<file path="src/rtl/ifetch_queue.sv">
// Instruction fetch queue: credit-limited word fetch with an in-order response FIFO and PC-tagged decode output.
// Latency: request accept to ins_valid_o is at least 2 cycles; decode backpressure holds the head, and issue stops once credits run out.

// Generic synchronous FIFO with flush; registered read port, one push and one pop per cycle.
// Latency: a push is visible on rdat_o the next cycle; pushing while full without a pop is dropped, and popping while empty is ignored.
module ifetch_queue_fifo #(
    parameter int unsigned W  = 8,
    parameter int unsigned AW = 2
) (
    input  logic          clk_i,
    input  logic          reset_i,
    input  logic          flush_i,
    input  logic          push_i,
    input  logic [W-1:0]  wdat_i,
    input  logic          pop_i,
    output logic [W-1:0]  rdat_o,
    output logic [AW:0]   count_o,
    output logic          empty_o
);
    localparam int unsigned DEPTH = 1 << AW;

    logic [W-1:0]  mem_q [DEPTH];
    logic [AW-1:0] wr_ptr_q;
    logic [AW-1:0] rd_ptr_q;
    logic [AW:0]   cnt_q;
    logic          full;
    logic          do_push;
    logic          do_pop;

    assign full    = (cnt_q == (AW+1)'(DEPTH));
    assign do_pop  = pop_i && (cnt_q != '0);
    assign do_push = push_i && (!full || do_pop);

    always_ff @(posedge clk_i) begin
        if (do_push && !flush_i && !reset_i) begin
            mem_q[wr_ptr_q] <= wdat_i;
        end
    end

    always_ff @(posedge clk_i) begin
        if (reset_i || flush_i) begin
            wr_ptr_q <= '0;
            rd_ptr_q <= '0;
            cnt_q    <= '0;
        end else begin
            if (do_push) begin
                wr_ptr_q <= wr_ptr_q + AW'(1);
            end
            if (do_pop) begin
                rd_ptr_q <= rd_ptr_q + AW'(1);
            end
            cnt_q <= cnt_q + (AW+1)'(do_push) - (AW+1)'(do_pop);
        end
    end

    assign rdat_o  = mem_q[rd_ptr_q];
    assign count_o = cnt_q;
    assign empty_o = (cnt_q == '0);
endmodule

module ifetch_queue #(
    parameter int unsigned C_FIFO_DEPTH_X = 2,
    parameter logic [31:0] C_RESET_VECTOR = 32'h0000_0000
) (
    input  logic        clk_i,
    input  logic        reset_i,
    output logic        ireqvalid_o,
    input  logic        ireqready_i,
    output logic [31:0] ireqaddr_o,
    input  logic        irspvalid_i,
    input  logic [31:0] irspdata_i,
    input  logic        irsperr_i,
    output logic        ins_valid_o,
    input  logic        ins_ready_i,
    output logic [31:0] ins_o,
    output logic [31:0] ins_pc_o,
    output logic        ins_err_o,
    input  logic        jump_i,
    input  logic [31:0] jump_addr_i
);
    localparam int unsigned   CW    = C_FIFO_DEPTH_X + 1;
    localparam logic [CW-1:0] DEPTH = CW'(1 << C_FIFO_DEPTH_X);

    typedef struct packed {
        logic        err;
        logic [31:0] pc;
        logic [31:0] dat;
    } ins_ent_t;

    logic [31:0]   fetch_pc_q;
    logic [31:0]   fetch_pc_d;
    logic [31:0]   ret_pc_q;
    logic [31:0]   ret_pc_d;
    logic [CW-1:0] outst_q;
    logic [CW-1:0] outst_d;
    logic [CW-1:0] disc_q;
    logic [CW-1:0] disc_d;
    logic [CW-1:0] fifo_cnt;
    logic [CW:0]   credit_used;
    logic          fifo_empty;
    logic          req_acc;
    logic          rsp_keep;
    logic          fifo_pop;
    logic [31:0]   jump_tgt;
    logic          jump_lsb_unused;
    ins_ent_t      push_ent;
    ins_ent_t      head_ent;

    assign jump_tgt        = {jump_addr_i[31:2], 2'b00};
    assign jump_lsb_unused = ^jump_addr_i[1:0];

    // Every issued request owns a FIFO slot until its response is popped or dropped.
    assign credit_used = {1'b0, fifo_cnt} + {1'b0, outst_q};
    assign ireqvalid_o = !reset_i && (credit_used < {1'b0, DEPTH});
    assign ireqaddr_o  = fetch_pc_q;
    assign req_acc     = ireqvalid_o && ireqready_i;

    assign rsp_keep = irspvalid_i && (disc_q == '0) && !jump_i;
    assign fifo_pop = ins_valid_o && ins_ready_i && !jump_i;
    assign push_ent = '{err: irsperr_i, pc: ret_pc_q, dat: irspdata_i};

    always_comb begin
        fetch_pc_d = fetch_pc_q;
        ret_pc_d   = ret_pc_q;
        disc_d     = disc_q;
        outst_d    = outst_q + CW'(req_acc) - CW'(irspvalid_i);
        if (jump_i) begin
            fetch_pc_d = jump_tgt;
            ret_pc_d   = jump_tgt;
            disc_d     = outst_d;
        end else begin
            if (req_acc) begin
                fetch_pc_d = fetch_pc_q + 32'd4;
            end
            if (rsp_keep) begin
                ret_pc_d = ret_pc_q + 32'd4;
            end
            if (irspvalid_i && (disc_q != '0)) begin
                disc_d = disc_q - CW'(1);
            end
        end
    end

    always_ff @(posedge clk_i) begin
        if (reset_i) begin
            fetch_pc_q <= C_RESET_VECTOR;
            ret_pc_q   <= C_RESET_VECTOR;
            outst_q    <= '0;
            disc_q     <= '0;
        end else begin
            fetch_pc_q <= fetch_pc_d;
            ret_pc_q   <= ret_pc_d;
            outst_q    <= outst_d;
            disc_q     <= disc_d;
        end
    end

    ifetch_queue_fifo #(
        .W  ($bits(ins_ent_t)),
        .AW (C_FIFO_DEPTH_X)
    ) u_fifo (
        .clk_i   (clk_i),
        .reset_i (reset_i),
        .flush_i (jump_i),
        .push_i  (rsp_keep),
        .wdat_i  (push_ent),
        .pop_i   (fifo_pop),
        .rdat_o  (head_ent),
        .count_o (fifo_cnt),
        .empty_o (fifo_empty)
    );

    assign ins_valid_o = !fifo_empty;
    assign ins_o       = head_ent.dat;
    assign ins_pc_o    = head_ent.pc;
    assign ins_err_o   = head_ent.err;
endmodule

</file>
<file path="config.mk">
export PLATFORM = sky130hd
export DESIGN_NAME = ifetch_queue
export DESIGN_NICKNAME = d
export VERILOG_FILES = /design/src/rtl/ifetch_queue.sv
export SDC_FILE = /design/constraint.sdc
export NUM_CORES = 1
export LEC_CHECK = 0
export ABC_AREA = 1
export CORE_MARGIN = 5
export CORE_UTILIZATION = 40
export DETAILED_ROUTE_END_ITERATION = 16
export GPL_TIMING_DRIVEN = 0
export PLACE_DENSITY = 0.63
export SLEW_MARGIN = 20
export SYNTH_ARGS = -nofsm -noshare
export SYNTH_HDL_FRONTEND = slang
export SYNTH_SLANG_ARGS = --single-unit
export TNS_END_PERCENT = 30
</file>
<file path="constraint.sdc">
create_clock -name clk_i -period 6.3 [get_ports clk_i]
set_input_delay 0.945 -clock clk_i [delete_from_list [all_inputs] [get_ports clk_i]]
set_output_delay 0.945 -clock clk_i [all_outputs]
set_load 0.02 [all_outputs]
</file>
=== Word level (Yosys, flattened, before mapping) ===
Memory sizes are Yosys's and may differ from the RTL's. A register that Yosys moved wholly into a read port is not among the register bits.
Cells that the tools add are included.

* Add/sub/neg operators: 10
* Order comparisons: 1
* Equality and inequality tests: 1
* Multiplexer cells: 10
* Reductions and logical operators: 25

{| class="wikitable"
|+ Operators with widths
! kind !! number
|-
| 32-bit two-way mux || 4
|-
| 32-bit by 3-bit adder with 32-bit output, second input constant || 2
|-
| 1-bit logical AND || 11
|-
| 3-bit by 1-bit adder with 3-bit output || 2
|-
| 3-bit logical NOT || 2
|-
| 3-bit two-way mux || 2
|-
| 2-bit nonzero test || 3
|-
| 3-bit nonzero test || 2
|-
| 3-bit by 1-bit subtractor with 3-bit output || 2
|-
| 2-bit by 1-bit adder with 2-bit output, second input constant || 2
|-
| 3-bit by 3-bit adder with 4-bit output || 1
|-
| 1-bit logical NOT || 4
|-
| 4-bit by 3-bit < comparator with 1-bit output, second input constant || 1
|-
| 2-bit two-way mux || 2
|-
| 3-bit equality test, second input constant || 1
|-
| 3-bit by 1-bit subtractor with 3-bit output, second input constant || 1
|-
| 1-bit logical OR || 2
|-
| 1-bit two-way mux || 2
|-
| 2-bit OR reduction || 1
|}

* Flip-flop bits (word level): 77
* RAM bits: 260
* Input bits: 71
* Output and inout port bits: 99
* Logic and storage cells: 57
* Memories kept: 1

{| class="wikitable"
|+ Memory list
! name !! words !! bits a word !! rd ports !! clocked after Yosys merged registers in !! wr ports !! RTL line !! RTL
|-
| u_fifo.mem_q || 4 || 65 || 1 || 1 || 1 || 22 || <nowiki>logic [W-1:0] mem_q [DEPTH];</nowiki>
|}

=== Logic depth before layout (Yosys ltp) ===
* Depth after elaboration: 11
* Depth in mapped cells: 15
* Mapped depth without buffers: 15

=== Modules after synthesis ===
A second synthesis with hierarchy kept.

* Cells, all modules: 1,451
* Area, all modules: 15,079.5 um2

{| class="wikitable"
|+ By module, submodules not included
! module !! times used !! cells an instance !! area an instance (um2) !! sequential area each (um2)
|-
| ifetch_queue_fifo || 1 || 702 || 10,472.5 || 7,987.7
|-
| ifetch_queue || 1 || 749 || 4,606.9 || 1,321.3
|}

=== Worst setup path before layout ===
No wires, ideal clock.

* Kind: input-to-reg
* Start point: in jump_i
* End point: mem u_fifo.mem_q[0][0] in the netlist's numbering, enable pin
* Setup time: 0.484 ns
* Data arrival time: 4.375 ns
* Data required time: 5.816 ns
* Slack: 1.441 ns
* Stages on the path: 8
* Buffers on the path: 1
* Path through: buf_2 inv_2 nand2_1 inv_2 nand2_1 inv_1 nand2_1 nor2_1

* Longest elaborated chain between the ends: 9
* Elaborated cells between the ends (all ways): 10
* Those cells by class: 2 x mux; 8 x reduce/logical

{| class="wikitable"
|+ Ends and longest elaborated chain
! what !! RTL line !! RTL
|-
| start, declared || 78 || <nowiki>input logic jump_i,</nowiki>
|-
| 1-bit logical NOT * || 35, 118, 119 ||
|-
| 1-bit logical AND || 119 || <nowiki>assign fifo_pop = ins_valid_o && ins_ready_i && !jump_i;</nowiki>
|-
| 1-bit logical AND || 31 || <nowiki>assign do_pop = pop_i && (cnt_q != '0);</nowiki>
|-
| 1-bit logical OR || 32 || <nowiki>assign do_push = push_i && (!full || do_pop);</nowiki>
|-
| 1-bit logical AND || 32 ||
|-
| 1-bit logical AND * (2 in a row) || 35 || <nowiki>if (do_push && !flush_i && !reset_i) begin</nowiki>
|-
| 1-bit two-way mux * || 35 ||
|-
| 1-bit two-way mux (not written as such) * || 36 || <nowiki>mem_q[wr_ptr_q] <= wdat_i;</nowiki>
|-
| end, declared || 22 ||
|}

Mark *: on every way between the ends. The rest lies on a longest branch, timed or not.

==> results.txt <==
CP max stage cell = clkdlybuf4s50_1
FP Rows = 69
Final min period = 4.15 ns
final hold vios = 0
Mapped Cells = 1,423
Buffers & Inverters on Critical Path = 4
Area Growth Syn to Fin = 25.3%
fin crit share = 0.659
Required @ worst endpoint = 5.35 ns
Max FO, Critical Path = 10
Crit Path Class = reg -> out
post-route antenna net violation count = 0
Seq/Total Area, Yosys = 0.636
Final Cell Area = 0.0179 sq mm
Routed WL = 39.0 mm
Post-route DRC = 0
post-synthesis mux area share = 0
post-synthesis compound-gate area fraction = 0.124
Post-Synth Simple-Gate Area = 0.169
relative slew slack = 0.474
hold path cells = 2
PD cells = 276 mW/mm^2
Slew @ Worst Pin = 0.789 ns
CP max stage delay = 0.69 ns
core area = 0.0354 sq mm
CP endpoint kind = output pin
clock sinks = 327
dpl hpwl = 27.6 mm
fillcell total = 3,224
status = finished clean
Levels on crit path = 6
die area = 0.0395 sq mm
H-tree depth = 2
most frequent CP cell = clkbuf_1
Area contributors post-synth = edfxtp_1 (53%), dfxtp_1 (11%), nand2_1 (6.1%)
post-CTS setup buffer count = 0
DP Area = 0.0168 sq mm
vias per cell = 5.22
vias in the first global route = 10,883
number of max-cap violations = 0
syn avg cell area = 10.0 sq um
Fmax = 0.241 GHz
VDD IR max = 0.169 mV
Synth top area share = 0.531
Avg WL per Cell = 18.4 microns
CP startpoint kind = flip-flop
RSZ-0062 raised after global routing = no
CP cell instances = clkbuf_1, inv_1, clkbuf_1, o21ai_0, o22ai_1, clkdlybuf4s50_1
commonest non-fill, non-tap cell in the layout = edfxtp_1
Finished Core Util = 0.505
area leader, netlist = edfxtp_1
Final Wtd Congestion = 0.943
Worst Skew = 0.0144 ns
Top delay family on crit path = buffers and inverters
io pins = 170
DRT iter0 DRCs = 799
share of cells above drive strength 1 = 0.0777
buffers added on ports = 161
HP Class = reg -> reg
largest net degree at the start of global routing = 23
# hold bufs at CTS = 0
root buffer cell = clkbuf_16
most frequent cells in the layout = edfxtp_1 (252), nand2_1 (231), nor2_1 (225)
Worst Reg-to-Reg Cells = 12
Starting Density = 0.403
largest family of logic cells by synthesized area = simple AND/OR/NAND/NOR gates
TritonCTS clock tree = built
Reg clk slew, reported paths = 0.06 ns
initial antenna violation count = 1
Die Wd = 199 microns
Final Max Tran Viols = 0
height of the die = 199 microns
number of diodes = 0
nets@finish = 1,724
CTS buffer count = 36
yosys synthesis warning count = 0
Tot GR Track Use = 0.192
Adder-Cell Fraction of Synth Area = 0.0151
grt ovf = 0
CTS max path bufs = 3
#FFs+latches synth = 327
global-route wire length before repair = 59.6 mm
mapped cell area = 0.0143 sq mm
routed via count = 11,077
Unique masters post-synth = 39
clk_lat worst skew = 0.51 ns
DP Worst Slack = 2.43 ns
Final setup violation count = 0
Setup WS post-layout = 2.15 ns
setup_tns = 0 ns
DR pass1 iterations = 5
P_leak = 6.21 nW
Post-Synth XOR/XNOR Area = 0.00798
Critical Path AT = 3.21 ns
cells resized by post-CTS repair = 0
power by group:
group | switching (W) | total [W] | internal (W) | leakage (nW)
Clock | 0.000811 | 0.00200 | 0.00119 | 0.546
Combinational | 0.000279 | 0.000476 | 0.000197 | 2.75
Sequential | 0.0000750 | 0.00247 | 0.00239 | 2.92
synth_stat cells, drive strengths merged:
cell    number
dfxtp       75
xnor2        4
conb         1
o21ai      179
or2          3
ha          14
a221oi       1
edfxtp     252
o22ai       66
o211ai       5
nor3         3
nand3b       4
nor3b        1
buf         19
nand4        7
fa           2
o21a         2
nand2      238
a31oi        7
clkbuf      45
a21o         3
a21oi       65
xor2         9
nor2       252
o31ai        1
inv        103
clkinv       2
nand3       60
worst paths after layout:
check                                        start                   to  slack (ns)
worst max register to register           disc_q[1]  u_fifo.mem_q[2][61]        3.43
worst min-delay path            u_fifo.rd_ptr_q[1]            flip-flop        0.47
worst max-delay path                     flip-flop         ins_pc_o[18]        2.15
worst min register to register  u_fifo.rd_ptr_q[1]            flip-flop        0.47
worst register-to-register path, stage by stage, from the launching register on:
cell	delay, ns
dfxtp_1	0.29
inv_1	0.09
ha_1	0.18
inv_1	0.05
nor3_2	0.19
nand2_1	0.18
inv_2	0.23
nand2_1	0.16
inv_1	0.11
nand2_1	0.23
nor2_4	0.42
buf_12	0.24
buf_16	0.19
routing by layer:
layer	routed length [microns]	vias up	track usage	part of all wire
li1	-	5363	-	-
met1	16700	5206	0.264	0.43
met2	18400	430	0.318	0.47
met3	2870	76	0.0303	0.073
met4	1080	2	0.0570	0.028
met5	7	-	0	0.00018
registers in the layout, summed over array words and instances, names as in the netlist, named ones only:
| register | flops |
|---|---|
| outst_q | 3 |
| ret_pc_q | 30 |
| u_fifo.wr_ptr_q | 2 |
| disc_q | 3 |
| ireqaddr_o | 30 |
| u_fifo.mem_q | 252 |
| u_fifo.count_o | 3 |
| u_fifo.rd_ptr_q | 2 |
area by class of cell:
| class | instances | area, sq um | area share |
|---|---|---|---|
| plain buffers | 64 | 294 | 0.0165 |
| well taps | 461 | 577 | 0.0323 |
| clock buffers | 45 | 945 | 0.0529 |
| multi-input cells | 930 | 4550 | 0.254 |
| flip-flops and latches | 327 | 9070 | 0.507 |
| inverters | 105 | 394 | 0.0221 |
| clock inverters | 17 | 171 | 0.00959 |
| repair buffers | 173 | 1870 | 0.105 |
cell families after synthesis:
| family | count (synthesis) |
|---|---|
| compound gates | 329 |
| xor+xnor | 13 |
| other cells | 1 |
| simple gates | 568 |
| flops | 327 |
| buf+inv | 169 |
| fa+ha+maj | 16 |
per-stage QoR:
step	std cells	power (W)	hold WS, ns
finish	2122	0.00494	0.470
global route	2122	0.00513	0.495
CTS	2122	0.00498	0.468
detailed placement	2060	0.00298	0.458
global placement	2048	0.00297	0.460
floorplan	1426	0.00275	0.436
Note: power is estimated with default switching activity, not from simulation.
